### config.mk
export PLATFORM = sky130hd
export DESIGN_NAME = dw_fifo_s1_sf_flat
export DESIGN_NICKNAME = d
export VERILOG_FILES = /design/src/rtl/dw_fifo_s1_sf_if.sv /design/src/rtl/dw_fifo_s1_sf.sv /design/src/flat_wrapper.sv
export SDC_FILE = /design/constraint.sdc
export NUM_CORES = 1
export LEC_CHECK = 0
export BUFFER_PORTS_ARGS = -buffer_cell sky130_fd_sc_hd__buf_2
export CORE_MARGIN = 1.5
export CORE_UTILIZATION = 56
export DETAILED_ROUTE_END_ITERATION = 16
export PLACE_DENSITY = 0.79
export SLEW_MARGIN = 20
export SYNTH_ARGS = -nofsm -noshare
export SYNTH_HDL_FRONTEND = slang
export SYNTH_SLANG_ARGS = --single-unit
export TNS_END_PERCENT = 30
### constraint.sdc
create_clock -name clock -period 2.9 [get_ports clock]
set_input_delay 0.58 -clock clock [delete_from_list [all_inputs] [get_ports clock]]
set_output_delay 0.58 -clock clock [all_outputs]
set_load 0.1 [all_outputs]
### src/rtl/dw_fifo_s1_sf_if.sv
// Handshake/data bundle for the single-clock FWFT FIFO.
// The producer/consumer side uses master; the FIFO uses slave.
interface dw_fifo_s1_sf_if #(
  parameter int width = 32
);

  logic             push_req_n;
  logic             pop_req_n;
  logic             diag_n;
  logic [width-1:0] data_in;
  logic [width-1:0] data_out;
  logic             empty;
  logic             almost_empty;
  logic             half_full;
  logic             almost_full;
  logic             full;
  logic             error;

  modport master (
    output push_req_n,
    output pop_req_n,
    output diag_n,
    output data_in,
    input  data_out,
    input  empty,
    input  almost_empty,
    input  half_full,
    input  almost_full,
    input  full,
    input  error
  );

  modport slave (
    input  push_req_n,
    input  pop_req_n,
    input  diag_n,
    input  data_in,
    output data_out,
    output empty,
    output almost_empty,
    output half_full,
    output almost_full,
    output full,
    output error
  );

endinterface

### src/rtl/dw_fifo_s1_sf.sv
// Single-clock first-word-fall-through FIFO with registered status flags.
// Define DW_FIFO_S1_SF_MEM_RESET_EN to also clear storage on reset.
module dw_fifo_s1_sf #(
  parameter int width    = 32,
  parameter int depth    = 4,
  parameter int ae_level = 1,
  parameter int af_level = 1,
  parameter int err_mode = 2
) (
  input  logic           clock,
  input  logic           reset,
  dw_fifo_s1_sf_if.slave bus
);

  localparam int PW = (depth > 1) ? $clog2(depth) : 1;
  localparam int CW = $clog2(depth + 1);

  localparam logic [PW-1:0] LAST   = PW'(depth - 1);
  localparam logic [CW-1:0] DEPTH_C = CW'(depth);
  localparam logic [CW-1:0] AE_C   = CW'(ae_level);
  localparam logic [CW-1:0] AF_C   = CW'(depth - af_level);
  localparam logic [CW-1:0] HF_C   = CW'((depth + 1) / 2);

  // Reject illegal configurations at elaboration time.
  if (width < 1 || width > 256) begin : g_bad_width
    $error("dw_fifo_s1_sf: width=%0d outside 1..256", width);
  end
  if (depth < 2 || depth > 256) begin : g_bad_depth
    $error("dw_fifo_s1_sf: depth=%0d outside 2..256", depth);
  end
  if (ae_level < 1 || ae_level > depth - 1) begin : g_bad_ae
    $error("dw_fifo_s1_sf: ae_level=%0d outside 1..depth-1",
           ae_level);
  end
  if (af_level < 1 || af_level > depth - 1) begin : g_bad_af
    $error("dw_fifo_s1_sf: af_level=%0d outside 1..depth-1",
           af_level);
  end
  if (err_mode < 0 || err_mode > 2) begin : g_bad_err
    $error("dw_fifo_s1_sf: err_mode=%0d outside 0..2", err_mode);
  end

  logic [width-1:0] mem_q [depth];

  logic [PW-1:0] rd_ptr_q, rd_ptr_d;
  logic [PW-1:0] wr_ptr_q, wr_ptr_d;
  logic [CW-1:0] count_q, count_d;

  logic empty_q, empty_d;
  logic almost_empty_q, almost_empty_d;
  logic half_full_q, half_full_d;
  logic almost_full_q, almost_full_d;
  logic full_q, full_d;
  logic error_q, error_d;

  logic push_ok;
  logic pop_ok;
  logic ovf;
  logic unf;
  logic ptr_bad;

  logic [CW:0] occ;
  logic [CW:0] occ_exp;

  function automatic logic [PW-1:0] nxt(input logic [PW-1:0] p);
    return (p == LAST) ? '0 : p + PW'(1);
  endfunction

  // Accept/reject decisions use the current occupancy, not the flags.
  always_comb begin
    push_ok = 1'b0;
    pop_ok  = 1'b0;
    ovf     = 1'b0;
    unf     = 1'b0;
    if (!bus.push_req_n) begin
      if (count_q == DEPTH_C) ovf = 1'b1;
      else                    push_ok = 1'b1;
    end
    if (!bus.pop_req_n) begin
      if (count_q == '0) unf = 1'b1;
      else               pop_ok = 1'b1;
    end
  end

  // Next pointers and occupancy.
  always_comb begin
    rd_ptr_d = rd_ptr_q;
    wr_ptr_d = wr_ptr_q;
    count_d  = count_q;
    if (push_ok) wr_ptr_d = nxt(wr_ptr_q);
    if (pop_ok)  rd_ptr_d = nxt(rd_ptr_q);
    unique case ({push_ok, pop_ok})
      2'b10:   count_d = count_q + CW'(1);
      2'b01:   count_d = count_q - CW'(1);
      default: count_d = count_q;
    endcase
  end

  // Pointer distance must agree with the stored count.
  always_comb begin
    occ     = '0;
    occ_exp = '0;
    if (wr_ptr_q >= rd_ptr_q) begin
      occ = (CW+1)'(wr_ptr_q) - (CW+1)'(rd_ptr_q);
    end else begin
      occ = (CW+1)'(wr_ptr_q) + (CW+1)'(depth)
          - (CW+1)'(rd_ptr_q);
    end
    if (count_q == DEPTH_C) occ_exp = '0;
    else                    occ_exp = (CW+1)'(count_q);
    ptr_bad = (occ != occ_exp) || (count_q > DEPTH_C);
  end

  // Status flags are a function of the post-edge count.
  always_comb begin
    empty_d        = (count_d == '0);
    full_d         = (count_d == DEPTH_C);
    almost_empty_d = (count_d <= AE_C);
    almost_full_d  = (count_d >= AF_C);
    half_full_d    = (count_d >= HF_C);
  end

  // Error flag: sticky with diag clear, sticky, or one-cycle pulse.
  always_comb begin
    error_d = 1'b0;
    if (err_mode == 0) begin
      if (!bus.diag_n) error_d = 1'b0;
      else error_d = error_q | ovf | unf | ptr_bad;
    end else if (err_mode == 1) begin
      error_d = error_q | ovf | unf;
    end else begin
      error_d = ovf | unf;
    end
  end

  // Control state and registered flags.
  always_ff @(posedge clock) begin
    if (reset) begin
      rd_ptr_q       <= '0;
      wr_ptr_q       <= '0;
      count_q        <= '0;
      empty_q        <= 1'b1;
      almost_empty_q <= 1'b1;
      half_full_q    <= 1'b0;
      almost_full_q  <= 1'b0;
      full_q         <= 1'b0;
      error_q        <= 1'b0;
    end else begin
      rd_ptr_q       <= rd_ptr_d;
      wr_ptr_q       <= wr_ptr_d;
      count_q        <= count_d;
      empty_q        <= empty_d;
      almost_empty_q <= almost_empty_d;
      half_full_q    <= half_full_d;
      almost_full_q  <= almost_full_d;
      full_q         <= full_d;
      error_q        <= error_d;
    end
  end

  // Storage write; reset only blocks the write unless storage clear is built in.
  always_ff @(posedge clock) begin
`ifdef DW_FIFO_S1_SF_MEM_RESET_EN
    if (reset) begin
      for (int i = 0; i < depth; i++) mem_q[i] <= '0;
    end else if (push_ok) begin
      mem_q[wr_ptr_q] <= bus.data_in;
    end
`else
    if (!reset && push_ok) begin
      mem_q[wr_ptr_q] <= bus.data_in;
    end
`endif
  end

  assign bus.data_out     = mem_q[rd_ptr_q];
  assign bus.empty        = empty_q;
  assign bus.almost_empty = almost_empty_q;
  assign bus.half_full    = half_full_q;
  assign bus.almost_full  = almost_full_q;
  assign bus.full         = full_q;
  assign bus.error        = error_q;

endmodule

### src/flat_wrapper.sv
// flat-port wrapper written by rule: the top's interface ports become plain ports
module dw_fifo_s1_sf_flat 
#(
  parameter int width    = 32,
  parameter int depth    = 4,
  parameter int ae_level = 1,
  parameter int af_level = 1,
  parameter int err_mode = 2
)
  (clock, reset, bus_push_req_n, bus_pop_req_n, bus_diag_n, bus_data_in, bus_data_out, bus_empty, bus_almost_empty, bus_half_full, bus_almost_full, bus_full, bus_error);
  dw_fifo_s1_sf_if #(.width(width)) bus_i ();
  input  logic clock;
  input  logic reset;
  input wire logic [$bits(bus_i.push_req_n)-1:0] bus_push_req_n;
  input wire logic [$bits(bus_i.pop_req_n)-1:0] bus_pop_req_n;
  input wire logic [$bits(bus_i.diag_n)-1:0] bus_diag_n;
  input wire logic [$bits(bus_i.data_in)-1:0] bus_data_in;
  output wire logic [$bits(bus_i.data_out)-1:0] bus_data_out;
  output wire logic [$bits(bus_i.empty)-1:0] bus_empty;
  output wire logic [$bits(bus_i.almost_empty)-1:0] bus_almost_empty;
  output wire logic [$bits(bus_i.half_full)-1:0] bus_half_full;
  output wire logic [$bits(bus_i.almost_full)-1:0] bus_almost_full;
  output wire logic [$bits(bus_i.full)-1:0] bus_full;
  output wire logic [$bits(bus_i.error)-1:0] bus_error;
  assign bus_i.push_req_n = bus_push_req_n;
  assign bus_i.pop_req_n = bus_pop_req_n;
  assign bus_i.diag_n = bus_diag_n;
  assign bus_i.data_in = bus_data_in;
  assign bus_data_out = bus_i.data_out;
  assign bus_empty = bus_i.empty;
  assign bus_almost_empty = bus_i.almost_empty;
  assign bus_half_full = bus_i.half_full;
  assign bus_almost_full = bus_i.almost_full;
  assign bus_full = bus_i.full;
  assign bus_error = bus_i.error;
  dw_fifo_s1_sf #(.width(width), .depth(depth), .ae_level(ae_level), .af_level(af_level), .err_mode(err_mode)) u_core (.clock(clock), .reset(reset), .bus(bus_i));
endmodule
Word-level counts from Yosys, hierarchy flattened
Memories as Yosys holds them, arrays and structs flattened. A register that Yosys moved wholly into a read port is not among the register bits.
Index checks and enable logic that the tools add are counted.
- add/subtract/negate cells: 4
- magnitude comparators: 3
- equal/unequal tests: 6
- muxes and demuxes: 15
- bitwise operators: 1
- reduce and logical (&&, ||, !) cells: 4
- operators by type and width (kind ; count):
    1-bit 2-to-1 mux ; 10
    2-bit 2-to-1 mux ; 4
    2-bit equality test, second input constant ; 3
    3-bit equality test, second input constant ; 2
    3-bit by 2-bit greater-or-equal comparator with 1-bit output, second input constant ; 2
    3-bit logical NOT ; 2
    3-bit one-hot mux with 2 select lines ; 1
    2-bit by 1-bit adder with 2-bit output, second input constant ; 2
    3-bit by 1-bit adder with 3-bit output, second input constant ; 1
    3-bit by 1-bit less-or-equal comparator with 1-bit output, second input constant ; 1
    3-bit by 1-bit subtractor with 3-bit output, second input constant ; 1
    2-bit by 1-bit equality test with 1-bit output, second input constant ; 1
    1-bit logical AND ; 1
    1-bit logical NOT ; 1
    1-bit OR ; 1
- bits in registers: 13
- RAM bits: 128
- input port bits: 37
- output and inout bits: 38
- logic and storage cells: 43
- memories: 1
- memories (name ; words ; width ; rd ports ; clocked after Yosys merged registers in ; write ports ; line ; source):
    u_core.mem_q ; 4 ; 32 ; 1 ; 1 ; 1 ; dw_fifo_s1_sf.sv:43 ; logic [width-1:0] mem_q [depth];

Logic depth before layout (Yosys ltp)
- depth in word-level cells: 6
- gate-level depth with buffers: 8

Least setup slack after synthesis
OpenSTA, ideal clock, no wires.
- path type: input-to-reg
- start: input bus_push_req_n
- end: register u_core.almost_empty_q, in the netlist u_core.bus.almost_empty
- library setup time: 0.115 ns
- arrival: 2.242 ns
- setup slack: 0.542 ns
- stages on the path: 6
- cells stage by stage: or2_2 ha_1 fa_1 xnor2_1 or4_4 and3_1
- longest elaborated chain between the ends: 4
- elaborated cells between the ends (all ways): 5
- classes of those cells: order compare: 1; eq/ne: 2; mux: 2
- RTL lines (element ; line ; source):
    from (decl) ; flat_wrapper.sv:14 ; input wire logic [$bits(bus_i.push_req_n)-1:0] bus_push_req_n;
    1-bit 2-to-1 mux * ; dw_fifo_s1_sf.sv:75 ; if (!bus.push_req_n) begin
    2-bit by 1-bit equality test with 1-bit output or 2-bit equality test (tied branches) ; dw_fifo_s1_sf.sv:92 ; unique case ({push_ok, pop_ok})
    3-bit one-hot mux with 2 select lines * ; dw_fifo_s1_sf.sv:92 ;
    3-bit by 1-bit less-or-equal comparator with 1-bit output * ; dw_fifo_s1_sf.sv:118 ; almost_empty_d = (count_d <= AE_C);
    to (signal assigned) ; dw_fifo_s1_sf.sv:153 ; almost_empty_q <= almost_empty_d;
    to (decl) ; dw_fifo_s1_sf.sv:50 ; logic almost_empty_q, almost_empty_d;
Every way passes the cells marked *; elsewhere a longest branch is shown, timed or not.
A chain may end at the register's enable or synchronous reset.

==> impl_metrics.tcl <==
set metrics [dict create \
    worstMarginPinSlew_ns 0.499 \
    min_path_cells 1 \
    power_density_nw_per_um2 1050 \
    r2r_end "u_core.bus.almost_empty$_SDFF_PP1_" \
    dieArea_sq_um 10100 \
    syn_area_per_cell_sq_um 22.8 \
    routed_via_density 5.72 \
    place_ws_ns 0.305 \
    routed_wl_mm 8.85 \
    dr.pass1.iters 4 \
    clk_pin_slew_worst_paths_ns 0.06 \
    core.rowCount 35 \
    holdCritPathClass "in -> reg" \
    cap_violations 0 \
    core_sq_um 9200 \
    ys_types 35 \
    slew_headroom_pct 66.9 \
    power.internal_mw 4.23 \
    ctsHoldBuffers 0 \
    r2r_start "u_core.count_q[0]$_SDFF_PP0_" \
    post-route-period-util_pct 92.0 \
    die_y_um 100 \
    yosysTopAreaCell "edfxtp_1" \
    critPathTopFamily "buffers and inverters" \
    synth_top_area_share_pct 72.4 \
    p_leak_nw 2.26 \
    setup_tns_ns 0 \
    layout_min_cycle_time_ns 2.67 \
    start_util_pct 57.7 \
    status "finished clean" \
    p_sw_mw 2.56 \
    critPathSlowestCell "mux4_2" \
    syn-num-nets 277 \
    hold_violations 0 \
    synth_seq_cells 143 \
    synth_area_leaders "edfxtp_1, mux4_2, dfxtp_1" \
    ios 75 \
    first_iter_violations 117 \
    post_cts_buffers 0 \
    whs_ns 0.276 \
    numCtsBuffers 17 \
    ctsResizeCount 0 \
    synth_common_cells "edfxtp_1, mux4_2, dfxtp_1, ha_1" \
    crit_type "reg -> out" \
    crit_end "bus_data_out[13]" \
    clockBufferDepth 2 \
    synthArstFlopShare_pct 0 \
    dp_cells 417 \
    start_kind "flip-flop" \
    cp-end-kind "primary output" \
    stdcell_count 448 \
    grt_pass1_wl_mm 13.8 \
    worstPathArrival_ns 2.09 \
    synthToLayoutAreaGrowth_pct 21.5 \
    synth_edf_count 128 \
    crit_chain "buf_4 -> mux4_2 -> buf_2" \
    vias 2564 \
    fillers 581 \
    wl_per_cell_um 19.8 \
    grt_util_all_layers_pct 19.4 \
    rsz0062_at_grt "no" \
    synth.most_common_cell "edfxtp_1" \
    drcViolationCount 0 \
    syn-cell-area_sq_um 5310 \
    critPathMaxStageDelay_ns 0.60 \
    setup_ws_ns 0.232 \
    antenna_cells 0 \
    grt_pass1_vias 2665 \
    vdd_drop_max_mv 0.761 \
    final_layout_size_suffix_gt1_share_pct 46.0 \
    io_buffers 73 \
    cp.buffers_inverters 2 \
    clk_latency_ns 0.51 \
    grt_max_degree 27 \
    p_comb_share_pct 32.6 \
    ys_warn_count 0 \
    final_nets 369 \
    p_clk_share_pct 30.9 \
    ant_nets 0 \
    swShare_pct 37.7 \
    synth_seq_area_share_pct 78.1 \
    cts_tree "yes" \
    max_freq_ghz 0.375 \
    grt-ovfl-total 0 \
    hpwl_mm 5.32 \
    pwr-share-seq_pct 36.5 \
    worstPathRequired_ns 2.32 \
    cts.sinks 143 \
    setup_viol 0 \
    antenna_found_initial 0 \
    die_w_um 100 \
    drv_slew 0 \
    gp_congestion 0.716 \
    worstSetupPathDepth 3 \
    reg2regPathDepth 7 \
    clockRootBuffer "clkbuf_8" \
    syn_inst 233 \
    regToRegSetupSlack_ns 0.43 \
    path_max_fanout 19 \
    synth_top_flop_cell "edfxtp_1" \
    clock_skew_ns 0.00561 \
    cts-htree-levels 4 \
]
-- per-layer routing --
| layer | up-vias | wire length [um] | global-route usage, % |
|---|---|---|---|
| li1 | 1167 | - | - |
| met1 | 1310 | 3680 | 23.7 |
| met2 | 76 | 4630 | 32.5 |
| met3 | 11 | 451 | 6.62 |
| met4 | 0 | 88 | 7.15 |
| met5 | - | 0 | 0 |
-- logic make-up after synthesis --
kind of cell,share of synthesized area [%]
compound gates,1.44
xor+xnor,0.330
fa+ha+maj,1.79
buf+inv,1.44
flops,78.1
mux,14.0
simple gates,2.92
-- worst register-to-register path, delay by kind of cell (launching register included) --
kind,cells,cell delay [ns]
xor+xnor,1,0.17
flops,1,0.49
simple gates,4,1.08
fa+ha+maj,2,0.62
-- state kept, by name, summed over array words and instances (netlist names), 2 cells and up, named ones only --
register / count
u_core.mem_q: 128
u_core.wr_ptr_q: 2
u_core.rd_ptr_q: 2
u_core.count_q: 3
-- worst min path at each step --
stage | start | endpoint | slack [ns]
2_1_floorplan | u_core.rd_ptr_q[1]$_SDFFE_PP0N_ | flip-flop | 0.47
3_3_place_gp | u_core.rd_ptr_q[1]$_SDFFE_PP0N_ | flip-flop | 0.49
3_5_place_dp | u_core.rd_ptr_q[1]$_SDFFE_PP0N_ | flip-flop | 0.51
4_1_cts | bus_data_in[9] | u_core.mem_q[2][9]$_DFFE_PP_ | 0.26
5_1_grt | bus_data_in[9] | u_core.mem_q[2][9]$_DFFE_PP_ | 0.25
6_report | bus_data_in[9] | u_core.mem_q[2][9]$_DFFE_PP_ | 0.28
-- cells in the final DEF (no fill, tap or decap), types with 2 or more instances in the layout --
master,count
a21oi_1,4
dfxtp_2,2
mux4_2,32
clkbuf_16,16
buf_12,4
nor3_1,2
clkinv_4,4
edfxtp_1,128
inv_6,2
bufinv_16,3
buf_4,4
buf_2,73
nor2_1,4
and2_2,4
clkinv_2,3
inv_1,3
or4_1,2
o21ai_0,3
ha_1,6
dfxtp_1,13
-- metrics by stage --
stage / cell area (sq um) / utilization [%] / total power [mW]
floorplan: 5310 / - / 4.42
global placement: 5860 / 63.8 / 4.72
detailed placement: 5860 / 63.8 / 4.74
CTS: 6450 / 70.1 / 6.84
global route: 6450 / 70.1 / 7.02
finish: 6450 / 70.1 / 6.79
-- power groups by stage --
stage               logic, mW  clock network (mW)  registers [mW]
CTS                      2.23                2.12            2.48
global route             2.32                2.21            2.50
global placement         2.20                   0            2.51
detailed placement       2.22                   0            2.52
finish                   2.21                2.10            2.48
floorplan                1.74                   0            2.68
-- area by class of cell --
class / instances / area (sq um) / area share (%)
timing repair buffer: 81 / 475 / 7.38
multi-input combinational: 79 / 1090 / 16.9
inverter: 3 / 11.3 / 0.175
clock buffer: 18 / 418 / 6.48
clock inverter: 13 / 165 / 2.56
sequential: 143 / 4150 / 64.3
tap: 111 / 139 / 2.15
Note: power is estimated with default switching activity, not from simulation.
